**src/rtl/mem_port_arbiter.sv**
```systemverilog
// Serialises instruction-fetch and data-access requests onto a single memory port.
// Data requests win in IDLE; each granted cycle is bounded by an optional timeout.
module mem_port_arbiter #(
  parameter int AW      = 32,
  parameter int DW      = 32,
  parameter int TIMEOUT = 16
) (
  input  logic            clk,
  input  logic            rst,
  input  logic            if_req_i,
  input  logic [AW-1:0]   if_addr_i,
  output logic [DW-1:0]   if_rdata_o,
  output logic            if_ack_o,
  input  logic            d_req_i,
  input  logic            d_we_i,
  input  logic [DW/8-1:0] d_sel_i,
  input  logic [AW-1:0]   d_addr_i,
  input  logic [DW-1:0]   d_wdata_i,
  output logic [DW-1:0]   d_rdata_o,
  output logic            d_ack_o,
  output logic            m_ce_o,
  output logic            m_we_o,
  output logic [DW/8-1:0] m_sel_o,
  output logic [AW-1:0]   m_addr_o,
  output logic [DW-1:0]   m_wdata_o,
  input  logic [DW-1:0]   m_rdata_i,
  input  logic            m_ack_i,
  output logic            stall_req_o,
  output logic            err_o
);

  localparam int SW = DW / 8;
  localparam int CW = (TIMEOUT > 1) ? $clog2(TIMEOUT) : 1;
  localparam logic [CW-1:0] TO_LAST = CW'(TIMEOUT - 1);

  typedef enum logic [1:0] {
    IDLE    = 2'd0,
    IF_BUSY = 2'd1,
    D_BUSY  = 2'd2,
    DONE    = 2'd3
  } state_t;

  state_t          state_r, state_nxt_s;
  logic [CW-1:0]   cnt_r, cnt_nxt_s;
  logic            busy_s, timeout_s, finish_s;
  logic            m_ce_nxt_s, m_we_nxt_s;
  logic [SW-1:0]   m_sel_nxt_s;
  logic [AW-1:0]   m_addr_nxt_s;
  logic [DW-1:0]   m_wdata_nxt_s, if_rdata_nxt_s, d_rdata_nxt_s;
  logic            if_ack_nxt_s, d_ack_nxt_s, err_nxt_s;

  assign busy_s    = (state_r == IF_BUSY) || (state_r == D_BUSY);
  // An ack arriving in the last allowed cycle takes precedence over the abort.
  assign timeout_s = (TIMEOUT != 0) && busy_s && !m_ack_i && (cnt_r == TO_LAST);
  assign finish_s  = busy_s && (m_ack_i || timeout_s);

  assign stall_req_o = (if_req_i & ~if_ack_o) | (d_req_i & ~d_ack_o);

  // State register
  always_ff @(posedge clk or negedge rst) begin
    if (!rst) begin
      state_r <= IDLE;
    end else begin
      state_r <= state_nxt_s;
    end
  end

  // Next-state selection
  always_comb begin
    state_nxt_s = state_r;
    case (state_r)
      IDLE: begin
        if (d_req_i) begin
          state_nxt_s = D_BUSY;
        end else if (if_req_i) begin
          state_nxt_s = IF_BUSY;
        end else begin
          state_nxt_s = IDLE;
        end
      end
      IF_BUSY, D_BUSY: begin
        if (finish_s) begin
          state_nxt_s = DONE;
        end else begin
          state_nxt_s = state_r;
        end
      end
      DONE:    state_nxt_s = IDLE;
      default: state_nxt_s = IDLE;
    endcase
  end

  // Next values for the registered outputs and the timeout counter
  always_comb begin
    m_ce_nxt_s     = m_ce_o;
    m_we_nxt_s     = m_we_o;
    m_sel_nxt_s    = m_sel_o;
    m_addr_nxt_s   = m_addr_o;
    m_wdata_nxt_s  = m_wdata_o;
    if_rdata_nxt_s = if_rdata_o;
    d_rdata_nxt_s  = d_rdata_o;
    if_ack_nxt_s   = 1'b0;
    d_ack_nxt_s    = 1'b0;
    err_nxt_s      = 1'b0;
    cnt_nxt_s      = cnt_r;
    case (state_r)
      IDLE: begin
        if (d_req_i) begin
          m_ce_nxt_s    = 1'b1;
          m_we_nxt_s    = d_we_i;
          m_sel_nxt_s   = d_sel_i;
          m_addr_nxt_s  = d_addr_i;
          m_wdata_nxt_s = d_wdata_i;
          cnt_nxt_s     = {CW{1'b0}};
        end else if (if_req_i) begin
          m_ce_nxt_s    = 1'b1;
          m_we_nxt_s    = 1'b0;
          m_sel_nxt_s   = {SW{1'b1}};
          m_addr_nxt_s  = if_addr_i;
          m_wdata_nxt_s = {DW{1'b0}};
          cnt_nxt_s     = {CW{1'b0}};
        end else begin
          cnt_nxt_s     = cnt_r;
        end
      end
      IF_BUSY, D_BUSY: begin
        if (finish_s) begin
          m_ce_nxt_s = 1'b0;
          m_we_nxt_s = 1'b0;
          err_nxt_s  = timeout_s;
          if (state_r == IF_BUSY) begin
            if_ack_nxt_s   = 1'b1;
            if_rdata_nxt_s = m_ack_i ? m_rdata_i : {DW{1'b0}};
          end else begin
            d_ack_nxt_s    = 1'b1;
            d_rdata_nxt_s  = m_ack_i ? m_rdata_i : {DW{1'b0}};
          end
        end else begin
          cnt_nxt_s = cnt_r + CW'(1);
        end
      end
      DONE:    cnt_nxt_s = cnt_r;
      default: cnt_nxt_s = {CW{1'b0}};
    endcase
  end

  // Output and counter registers
  always_ff @(posedge clk or negedge rst) begin
    if (!rst) begin
      cnt_r      <= {CW{1'b0}};
      m_ce_o     <= 1'b0;
      m_we_o     <= 1'b0;
      m_sel_o    <= {SW{1'b0}};
      m_addr_o   <= {AW{1'b0}};
      m_wdata_o  <= {DW{1'b0}};
      if_rdata_o <= {DW{1'b0}};
      d_rdata_o  <= {DW{1'b0}};
      if_ack_o   <= 1'b0;
      d_ack_o    <= 1'b0;
      err_o      <= 1'b0;
    end else begin
      cnt_r      <= cnt_nxt_s;
      m_ce_o     <= m_ce_nxt_s;
      m_we_o     <= m_we_nxt_s;
      m_sel_o    <= m_sel_nxt_s;
      m_addr_o   <= m_addr_nxt_s;
      m_wdata_o  <= m_wdata_nxt_s;
      if_rdata_o <= if_rdata_nxt_s;
      d_rdata_o  <= d_rdata_nxt_s;
      if_ack_o   <= if_ack_nxt_s;
      d_ack_o    <= d_ack_nxt_s;
      err_o      <= err_nxt_s;
    end
  end

endmodule

```
**config.mk**
```make
export PLATFORM = sky130hd
export DESIGN_NAME = mem_port_arbiter
export DESIGN_NICKNAME = d
export VERILOG_FILES = /design/src/rtl/mem_port_arbiter.sv
export SDC_FILE = /design/constraint.sdc
export NUM_CORES = 1
export LEC_CHECK = 0
export CORE_ASPECT_RATIO = 0.8
export CORE_MARGIN = 2
export CORE_UTILIZATION = 35
export DETAILED_ROUTE_END_ITERATION = 10
export PLACE_DENSITY = 0.76
export SYNTH_ARGS = -nofsm -noshare
export SYNTH_HDL_FRONTEND = slang
export SYNTH_SLANG_ARGS = --single-unit
```
**constraint.sdc**
```tcl
create_clock -name clk -period 4.9 [get_ports clk]
set_input_delay 0.98 -clock clk [delete_from_list [all_inputs] [get_ports clk]]
set_output_delay 0.98 -clock clk [all_outputs]
set_load 0.01 [all_outputs]
```
# Yosys cells after proc, flatten, opt, wreduce, memory -nomap -nowiden
# Index checks and enable logic that the tools add are counted.
[word_totals]
register_bits = 143
latchBits = 0
ram_bits = 0
rom_bits = 0
wordCells = 72
n_memories = 0
[classes]
n_addsub = 1
n_mul = 0
n_div = 0
n_lt_le_gt_ge = 0
n_eq_ne = 7
n_shift = 0
mux = 30
n_bitwise = 7
n_reduce_logical = 15
[op_table]
columns = ["cell", "count"]
rows = [
  ["32-bit two-way mux", 5],
  ["4-bit two-way mux", 5],
  ["1-bit two-way mux", 14],
  ["3-bit AND reduction", 4],
  ["4-bit one-hot mux with 2 select lines", 1],
  ["2-bit one-hot mux with 3 select lines", 1],
  ["4-bit by 1-bit adder with 4-bit output (second input constant)", 1],
  ["2-bit == test (second input constant)", 2],
  ["4-bit == test (second input constant)", 1],
  ["2-bit two-way mux", 2],
  ["2-bit != test (second input constant)", 2],
  ["1-bit NOT", 4],
  ["1-bit one-hot mux with 2 select lines", 2],
  ["2-bit nonzero test", 2],
  ["1-bit logical AND", 3],
  ["3-bit != test (second input constant)", 1],
  ["1-bit bitwise AND", 2],
  ["2-bit by 1-bit == test with 1-bit output (second input constant)", 1],
  ["2-bit zero test", 1],
  ["1-bit logical OR", 2],
  ["2-bit AND reduction", 1],
  ["2-bit OR reduction", 1],
  ["1-bit zero test", 1],
  ["1-bit bitwise OR", 1],
]

# Longest topological paths before layout
# Gate-level depths: netlist (run 1).
[logic_depth]
depth_word = 8
ltp_mapped = 7

# Worst setup path before layout (run 1)
# OpenSTA, ideal clock, no wires.
[synth_path]
path_kind = "input port to output port"
from = "input port d_req_i"
to = "output port stall_req_o"
t_arrival_ps = 1352
required_time_ps = 3920
setup_slack_ps = 2568
cell_stages = 3
cell_sequence = "buf_6 -> inv_1 -> o22ai_1"
[synth_between]
elab_chain_cells = 2
[synth_rtl]
columns = ["item", "line_no", "text"]
rows = [
  ["start: declaration", "14", "input logic d_req_i,"],
  ["1-bit bitwise AND", "57", "assign stall_req_o = (if_req_i & ~if_ack_o) | (d_req_i & ~d_ack_o);"],
  ["1-bit bitwise OR", "57", ""],
  ["end: declaration", "28", "output logic stall_req_o,"],
]
# Every way passes these cells.

# Final worst setup path (run 1)
[layout_path]
from = "input port if_req_i"
to = "output port stall_req_o"
[layout_between]
elab_chain_cells = 2
[layout_rtl]
columns = ["item", "line_no", "text"]
rows = [
  ["start: declaration", "10", "input logic if_req_i,"],
  ["1-bit bitwise AND", "57", ""],
  ["1-bit bitwise OR", "57", ""],
]
# Every way passes these cells.

==> summary.md, run 1 <==
| Metric | Value |
|---|---|
| Gate Count Post-Synth | `about 440` |
| DRC | `0` |
| Most frequent cells after synthesis | `dfrtp_1 (143), a32o_1 (64), nand2_1 (37)` |
| Max VDD drop | `0.328 mV` |
| Critical path startpoint category | `input port` |
| Final estimated routing congestion in global placement | `approximately 0.86` |
| Leakage power | `approximately 4 nW` |
| Most frequent cell after synthesis | `dfrtp_1` |
| Area Growth Syn to Fin | `61.5%` |
| Hold buffers post-CTS | `0` |
| Final Util | `0.582` |
| Initial Util | `0.361` |
| Mapped Area | `5720 um^2` |
| Critical Path Fanout Max | `5` |
| Dpl hpwl | `12.9 mm` |
| Worst hold path class | `reg -> reg` |
| Synthesized flop and latch total | `143` |
| Post-synth top area share | `0.626` |
| Register area share after synthesis | `0.626` |
| Setup Viol. Count Final | `0` |
| Final critical-path share of the clock period | `0.696` |
| Clock Skews | `7.46 ps` |
| Slew HR | `0.121` |
| Fraction of layout cells with a size suffix above 1 | `0.0662` |
| Yosys warns | `0` |
| First-pass GRT wire length | `28.5 mm` |
| Core Region | `15,900 um^2` |
| Overflow after GRT | `0` |
| Post-synth top area cell | `dfrtp_1` |
| Crit. End Element | `output pin` |
| Worst-path clk slew | `60 ps` |
| Initial detailed-routing violation count | `about 260` |
| Syn avg cell area | `13.1 um^2` |
| Final TNS setup | `0 ps` |
| Number of flops mapped to enable cells by yosys | `0` |
| Resize count post-CTS | `0` |
| Largest net degree at the start of global routing | `about 110` |
| Pwr dens | `651 nW/um^2` |
| # IOs | `276` |
| Worst-margin pin slew | `~1300 ps` |
| Die H | `118 um` |
| Fill cells | `1,262` |
| Register Area | `3580 um^2` |
| CP Class | `in -> out` |
| CTS Root Cell | `clkbuf_16` |
| Clock tree buffer depth | `2` |
| Via density | `5.23` |
| Area of the multi-input gates | `1940 um^2` |
| Most area-consuming cells after synthesis | `dfrtp_1 (63%), a32o_1 (11%), mux2i_1 (5.8%), a22o_1 (4.9%), o21ai_0 (3.0%)` |
| Max Freq | `293 MHz` |
| Number of global-route vias before repair | `5,143` |
| Synth Flop Type | `dfrtp_1` |
| H-Tree Level Count | `4` |
| Worst-Skew Late Latency | `420 ps` |
| All-Layer GR Usage | `0.210` |
| Setup WS post-layout | `between 1000 and 1500 ps` |
| FFs w/ async S/R, synth | `1.00` |
| Syn Nets | `580` |
| Detail Route Antenna Nets | `0` |
| Antenna violations before repair | `1` |
| Wire per inst | `19.7 um` |
| Port bufs | `275` |
| Dpl ws | `1480 ps` |
| Final hold viol count | `0` |
| Final min period | `~3400 ps` |
| WP data arrival | `2430 ps` |
| Clock Sinks | `143` |
| Status | `completed` |
| Routed wire length | `18.2 mm` |
| Pins Over Slew Limit | `0` |
| Cts bufs inserted | `17` |
| CTS tree | `done` |
| Critical Path RT | `between 3000 and 4000 ps` |
| Die ar. | `17,400 um^2` |
| Number of max-cap violations | `0` |
| # Post-CTS Setup Buffers | `0` |
| # rows | `around 40` |
| Die W | `147 um` |
| Number of iterations in the first detailed-routing pass | `5` |
| Cell variety after synth | `33` |
| Via count | `4,846` |
| # nets final | `842` |
| RSZ-0062 raised after global routing | `false` |
## power breakdown
part	total (mW)	switching (mW)	internal, mW
clock	1.33	0.476	0.851
combinational	2.66	1.21	1.45
sequential	2.02	0.308	1.71
total	6.01	2.00	4.01
## worst paths after layout
kind                             start             to  slack (ps)  cells past startpoint
min in group asynchronous          rst  d_rdata_o[25]         710                      1
hold / removal             m_addr_o[8]    m_addr_o[8]         480                      2
hold reg to reg            m_addr_o[8]    m_addr_o[8]         480                      2
setup reg to reg            state_r[0]  d_rdata_o[24]        1850                      6
setup / recovery              if_req_i    stall_req_o        1490                      4
max in group asynchronous          rst  m_wdata_o[25]        3140                      2
## cells in the final DEF, fill, tap and decap left out, types with 4 or more instances in the layout
| cell | n |
|---|---|
| o21ai_0 | 34 |
| clkbuf_16 | 17 |
| buf_4 | 8 |
| a32o_1 | 64 |
| mux2i_1 | 33 |
| clkdlybuf4s50_1 | 272 |
| ha_1 | 5 |
| clkbuf_8 | 4 |
| nand2_1 | 37 |
| dfrtp_1 | 143 |
| inv_1 | 7 |
| o22a_1 | 4 |
| a22o_1 | 32 |
## stage by stage
step	power [mW]	instances	hold WS (ps)	area, um^2
detailed placement	4.71	895	474	8610
global route	6.36	925	501	9230
finish	6.01	926	479	9230
floorplan	3.22	437	514	5720
CTS	6.08	925	486	9230
global placement	4.60	895	466	8610
## flip-flops by register name, summed over array words and instances, names as in the netlist
register    cells
m_ce_o          1
d_rdata_o      32
err_o           1
if_ack_o        1
state_r         2
m_addr_o       32
cnt_r           4
m_wdata_o      32
if_rdata_o     32
m_we_o          1
d_ack_o         1
m_sel_o         4
## metal layers
metal,track usage,routed length (um),part of all wire,vias to the layer above
met5,0,0,0,-
met3,0.0969,1980,0.11,29
met2,0.341,8680,0.48,226
li1,-,-,-,2187
met4,0.0680,347,0.019,0
met1,0.249,7240,0.40,2404
## area by class of cell
| type | count | share of cell area |
|---|---|---|
| antenna | 1 | 0.000271 |
| timing repair buffer | 283 | 0.304 |
| clock inverter | 8 | 0.0141 |
| tap | 215 | 0.0291 |
| inverter | 7 | 0.00285 |
| multi-input combinational | 247 | 0.210 |
| sequential | 143 | 0.388 |
| clock buffer | 22 | 0.0525 |
## worst max-delay path, stage by stage
cell and delay [ps]:
clkdlybuf4s50_1 660, inv_1 80, o22ai_1 160, clkdlybuf4s50_1 550
## cell families (layout without fill, tap and decap cells)
family / Yosys count / after routing / share of synthesized area
fa+ha+maj: 5 / 5 / 0.0109
compound gates: 151 / 151 / 0.219
flops: 143 / 143 / 0.626
buf+inv: 47 / 320 / 0.0368
simple gates: 57 / 57 / 0.0473
mux: 34 / 34 / 0.0598
other cells: 0 / 1 / 0
(Power assumes the default switching activity.)
==> run 2: changes to the inputs <==
--- a/config.mk
+++ b/config.mk
@@ -9,7 +9,7 @@
 export CORE_MARGIN = 2
 export CORE_UTILIZATION = 35
 export DETAILED_ROUTE_END_ITERATION = 10
-export PLACE_DENSITY = 0.76
+export PLACE_DENSITY = 0.78
 export SYNTH_ARGS = -nofsm -noshare
 export SYNTH_HDL_FRONTEND = slang
 export SYNTH_SLANG_ARGS = --single-unit
==> constraint.sdc (replaced) <==
create_clock -name clk -period 2.87 [get_ports clk]
set_input_delay 0.574 -clock clk [delete_from_list [all_inputs] [get_ports clk]]
set_output_delay 0.574 -clock clk [all_outputs]
set_load 0.01 [all_outputs]
==> run 2 against run 1 <==
- final cell count grew 0.76%
- via count fell by 0.68%
- global-route usage decreased by 0.41 points
- final area rose by 0.69%
- worst hold slack got worse by 350 ps
- routed wire length shrank 1.8%
- largest cell class unchanged
- critical endpoint unchanged
- critical path depth stayed put
- count of clock-buffer cells in the layout decreased by 4
- utilization is 0.40 points higher
- sequential share of layout area fell by 0.27 points
- sequential cell count stayed put
==> summary.md, run 2 (synthesis results as in run 1) <==
| Metric | Value |
|---|---|
| Critical Path RT | `2300 ps` |
| Commonest non-fill, non-tap cells in the layout | `clkdlybuf4s50_1 (272), dfrtp_1 (143), a32o_1 (64)` |
| RSZ-0062 raised after global routing | `false` |
| Cts bufs inserted | `17` |
| Slew HR | `0.552` |
| # Post-CTS Setup Buffers | `0` |
| DRC | `0` |
| Overflow after GRT | `0` |
| Pins Over Slew Limit | `0` |
| Final estimated routing congestion in global placement | `0.816` |
| CTS Root Cell | `clkbuf_16` |
| Port bufs | `275` |
| Die H | `118 um` |
| Clock Skews | `11.5 ps` |
| Core Region | `15,900 um^2` |
| # rows | `41` |
| Hold buffers post-CTS | `0` |
| Largest net degree at the start of global routing | `97` |
| Fraction of layout cells with a size suffix above 1 | `0.0741` |
| Status | `completed` |
| Final Util | `0.586` |
| Hold WS | `130 ps` |
| Setup Viol. Count Final | `0` |
| WP data arrival | `~1800 ps` |
| Worst-margin pin slew | `a little under 700 ps` |
| Max Freq | `422 MHz` |
| Via count | `4,813` |
| Worst-path clk slew | `roughly 60 ps` |
| Area Growth Syn to Fin | `62.6%` |
| Area of the multi-input gates | `1940 um^2` |
| Crit. End Element | `output pin` |
| Initial detailed-routing violation count | `320` |
| Resize count post-CTS | `0` |
| Final hold viol count | `0` |
| Via density | `5.16` |
| CP Class | `in -> out` |
| Number of max-cap violations | `0` |
| Wire per inst | `19.2 um` |
| Clock tree buffer depth | `2` |
| Worst-Skew Late Latency | `420 ps` |
| Clock Sinks | `143` |
| H-Tree Level Count | `4` |
| # nets final | `846` |
| Number of global-route vias before repair | `approximately 5,000` |
| Dpl hpwl | `between 10 and 15 mm` |
| # IOs | `276` |
| Final TNS setup | `0 ps` |
| Die ar. | `between 15,000 and 20,000 um^2` |
| Final critical-path share of the clock period | `0.825` |
| Initial Util | `0.361` |
| Reg2reg start | `state_r[0]` |
| Number of iterations in the first detailed-routing pass | `5` |
| Die W | `147 um` |
| Critical Path Fanout Max | `2` |
| Worst r2r dst | `d_rdata_o[6]` |
| Register Area | `around 3600 um^2` |
| Routed wire length | `17.9 mm` |
| Pwr dens | `1110 nW/um^2` |
| All-Layer GR Usage | `0.206` |
| First-pass GRT wire length | `between 20 and 30 mm` |
| Antenna violations before repair | `5` |
| Reg2reg path depth | `6` |
| R2R Setup Slk | `960 ps` |
| Worst hold path class | `in -> async` |
| Detail Route Antenna Nets | `0` |
| Max VDD drop | `0.711 mV` |
| CTS tree | `done` |
| Fill cells | `1,244` |
| Leakage power | `3.99 nW` |
| Final min period | `roughly 2400 ps` |
| Critical path startpoint category | `input port` |
| Commonest non-fill, non-tap cell in the layout | `clkdlybuf4s50_1` |
==> run 2: stage by stage <==
stage	power [mW]	std cells	cell area (um^2)	setup slack, ps
CTS	10.4	930	9290	498
global placement	7.88	899	8670	485
global route	10.9	930	9290	419
detailed placement	8.05	899	8670	495
finish	10.3	933	9300	502
floorplan	5.49	437	5720	1290
==> run 2: routing by layer <==
layer  up-vias  part of all wire  GRT usage
met5         -            0.0015          0
met4         4             0.016     0.0607
met3        24              0.11      0.100
met2       219              0.48      0.337
met1      2361              0.40      0.241
li1       2205                 -          -
==> run 2: how the worst max path moves through the flow <==
stage | from | end
2_1_floorplan | state_r[0] | d_rdata_o[12]
3_3_place_gp | if_req_i | stall_req_o
3_5_place_dp | if_req_i | stall_req_o
4_1_cts | if_req_i | stall_req_o
5_1_grt | if_req_i | stall_req_o
6_report | if_req_i | stall_req_o
==> run 2: power by group <==
part | switching, mW | internal [mW]
combinational | 2.06 | 2.50
sequential | 0.508 | 2.92
clock | 0.893 | 1.41
total | 3.46 | 6.83
==> run 2: critical path, stage by stage <==
cell and delay (ps):
clkdlybuf4s50_1 480, inv_1 40, o22ai_1 150, clkdlybuf4s50_1 550
==> run 2: cell type report <==
cell class | instances | area share
Clock buffer | 18 | 0.0472
Multi-Input combinational cell | 247 | 0.208
Antenna cell | 3 | 0.000808
Inverter | 7 | 0.00283
Tap cell | 215 | 0.0289
Clock inverter | 13 | 0.0192
Sequential cell | 143 | 0.385
Timing Repair Buffer | 287 | 0.308
==> run 3: changes to the inputs <==
==> constraint.sdc (replaced) <==
create_clock -name clk -period 2 [get_ports clk]
set_input_delay 0.4 -clock clk [delete_from_list [all_inputs] [get_ports clk]]
set_output_delay 0.4 -clock clk [all_outputs]
set_load 0.01 [all_outputs]
==> run 3 against run 2 <==
- register-to-register slack got worse by 670 ps
- die area did not move
- sequential cell count did not move
- critical path type is now reg -> out
- critical endpoint is now m_we_o
- largest cell class unchanged
- highest routed layer unchanged
==> summary.md, run 3 (synthesis results as in run 1) <==
| Metric | Value |
|---|---|
| H-Tree Level Count | `4` |
| Max VDD drop | `1.00 mV` |
| Power, Total | `15.0 mW` |
| Commonest non-fill, non-tap cell in the layout | `clkdlybuf4s50_1` |
| Max Freq | `564 MHz` |
| CTS tree | `done` |
| Dpl hpwl | `between 10 and 15 mm` |
| Setup Viol. Count Final | `0` |
| Fill cells | `roughly 1,200` |
| Worst hold path class | `in -> reg` |
| Critical Path RT | `1600 ps` |
| CP max stage cell | `clkdlybuf4s50_1` |
| Clock Sinks | `about 140` |
| Overflow after GRT | `0` |
| Die W | `147 um` |
| Crit path from | `m_we_o` |
| Worst-Skew Late Latency | `420 ps` |
| WP data arrival | `between 1000 and 1500 ps` |
| Number of max-cap violations | `0` |
| Leakage power | `4.05 nW` |
| Area of the multi-input gates | `1940 um^2` |
| First-pass GRT wire length | `approximately 28 mm` |
| Hold WS | `408 ps` |
| Crit path max-delay family | `buffers and inverters` |
| Reg2reg path depth | `6` |
| Wire per inst | `19.5 um` |
| DRC | `0` |
| Crit path capture | `m_we_o` |
| Largest net degree at the start of global routing | `between 60 and 70` |
| R2R Setup Slk | `290 ps` |
| Setup WS post-layout | `225 ps` |
| Die H | `between 100 and 150 um` |
| All-Layer GR Usage | `0.210` |
| Fraction of layout cells with a size suffix above 1 | `0.0804` |
| Critical Path Max Stage Delay | `570 ps` |
| # rows | `a little over 40` |
| Final min period | `1770 ps` |
| Core Region | `around 16,000 um^2` |
| Register Area | `3580 um^2` |
| Initial detailed-routing violation count | `roughly 270` |
| RSZ-0062 raised after global routing | `false` |
| Worst-path clk slew | `around 60 ps` |
| Critical path startpoint category | `register` |
| Area Growth Syn to Fin | `64.5%` |
| Number of global-route vias before repair | `approximately 5,000` |
| Cts bufs inserted | `17` |
| Via density | `5.19` |
| Worst-margin pin slew | `534 ps` |
| Die ar. | `17,400 um^2` |
| Clock tree buffer depth | `2` |
| Commonest non-fill, non-tap cells in the layout | `clkdlybuf4s50_1 (271), dfrtp_1 (143), a32o_1 (64)` |
| Port bufs | `275` |
| Pins Over Slew Limit | `0` |
| Number of cells on the critical path | `1` |
| Placed cell count | `between 900 and 1,000` |
| Critical Path Fanout Max | `4` |
| WP buf/inv | `1` |
| Routed wire length | `18.2 mm` |
| CP Class | `reg -> out` |
| Detail Route Antenna Nets | `0` |
| Dpl ws | `-71.0 ps` |
| Crit. End Element | `output pin` |
| Non-filler cells, final | `between 900 and 1,000` |
| # Post-CTS Setup Buffers | `0` |
| Clock Skews | `10.5 ps` |
| Final estimated routing congestion in global placement | `0.802` |
| Antenna violations before repair | `3` |
| Initial Util | `0.361` |
| Final critical-path share of the clock period | `0.887` |
| Status | `completed` |
| Via count | `4,862` |
| # nets final | `851` |
| Pwr dens | `1590 nW/um^2` |
| Worst r2r dst | `state_r[0]` |
| Reg2reg start | `state_r[0]` |
| Cells along the critical path | `clkdlybuf4s50_1` |
| CTS Root Cell | `clkbuf_16` |
| Final hold viol count | `0` |
| Number of iterations in the first detailed-routing pass | `5` |
| Slew HR | `0.644` |
| # IOs | `276` |
[run 3: cell count changes in the layout (fill, tap and decap cells not counted)]
cell	before	now
clkinv_2	0	1
clkinv_4	2	3
dlygate4sd3_1	0	1
dlygate4sd2_1	0	1
diode_2	3	1
clkinvlp_4	3	1
buf_4	10	9
buf_12	2	7
clkbuf_8	1	2
clkdlybuf4s50_1	272	271
[run 3: timing repair]
item / 4_1_cts / 5_1_grt
hold buffers: 1 / 0
hold endpoints to repair: 42 / 0
resized for setup: 1 / 0
setup endpoints to repair: 1 / 0
[run 3: cell type report]
class,count,area share
flip-flops and latches,143,0.381
repair buffers,292,0.315
clock inverters,13,0.0189
inverters,7,0.00279
diodes,1,0.000266
well taps,215,0.0286
multi-input cells,247,0.206
clock buffers,19,0.0482
[run 3: layer usage]
metal  vias up  global-route usage  share of wire
met5         -                   0        0.00071
met4         2              0.0473         0.0090
met3        13              0.0977           0.11
met2       230               0.352           0.50
met1      2403               0.248           0.39
li1       2214                   -              -
[run 3: report_power, final]
part	switching, mW	internal (mW)
sequential	0.738	4.19
combinational	3.01	3.70
clock	1.29	2.06
[run 3: stage by stage]
stage               area (um^2)  setup TNS, ps   util
floorplan                  5720              0      -
global placement           8760          -36.6  0.553
detailed placement         8760          -71.0  0.553
CTS                        9400              0  0.593
global route               9400              0  0.593
finish                     9400              0  0.593
[run 3: worst min-delay path by stage]
| stage | start | end | cells past startpoint |
|---|---|---|---|
| after global placement | rst | d_rdata_o[24] | 1 |
| after global routing | m_ack_i | m_we_o | 4 |
| after CTS | m_ack_i | m_we_o | 4 |
| after detailed placement | rst | d_rdata_o[25] | 1 |
| final | m_ack_i | m_we_o | 4 |
| after floorplan | rst | cnt_r[0] | 0 |
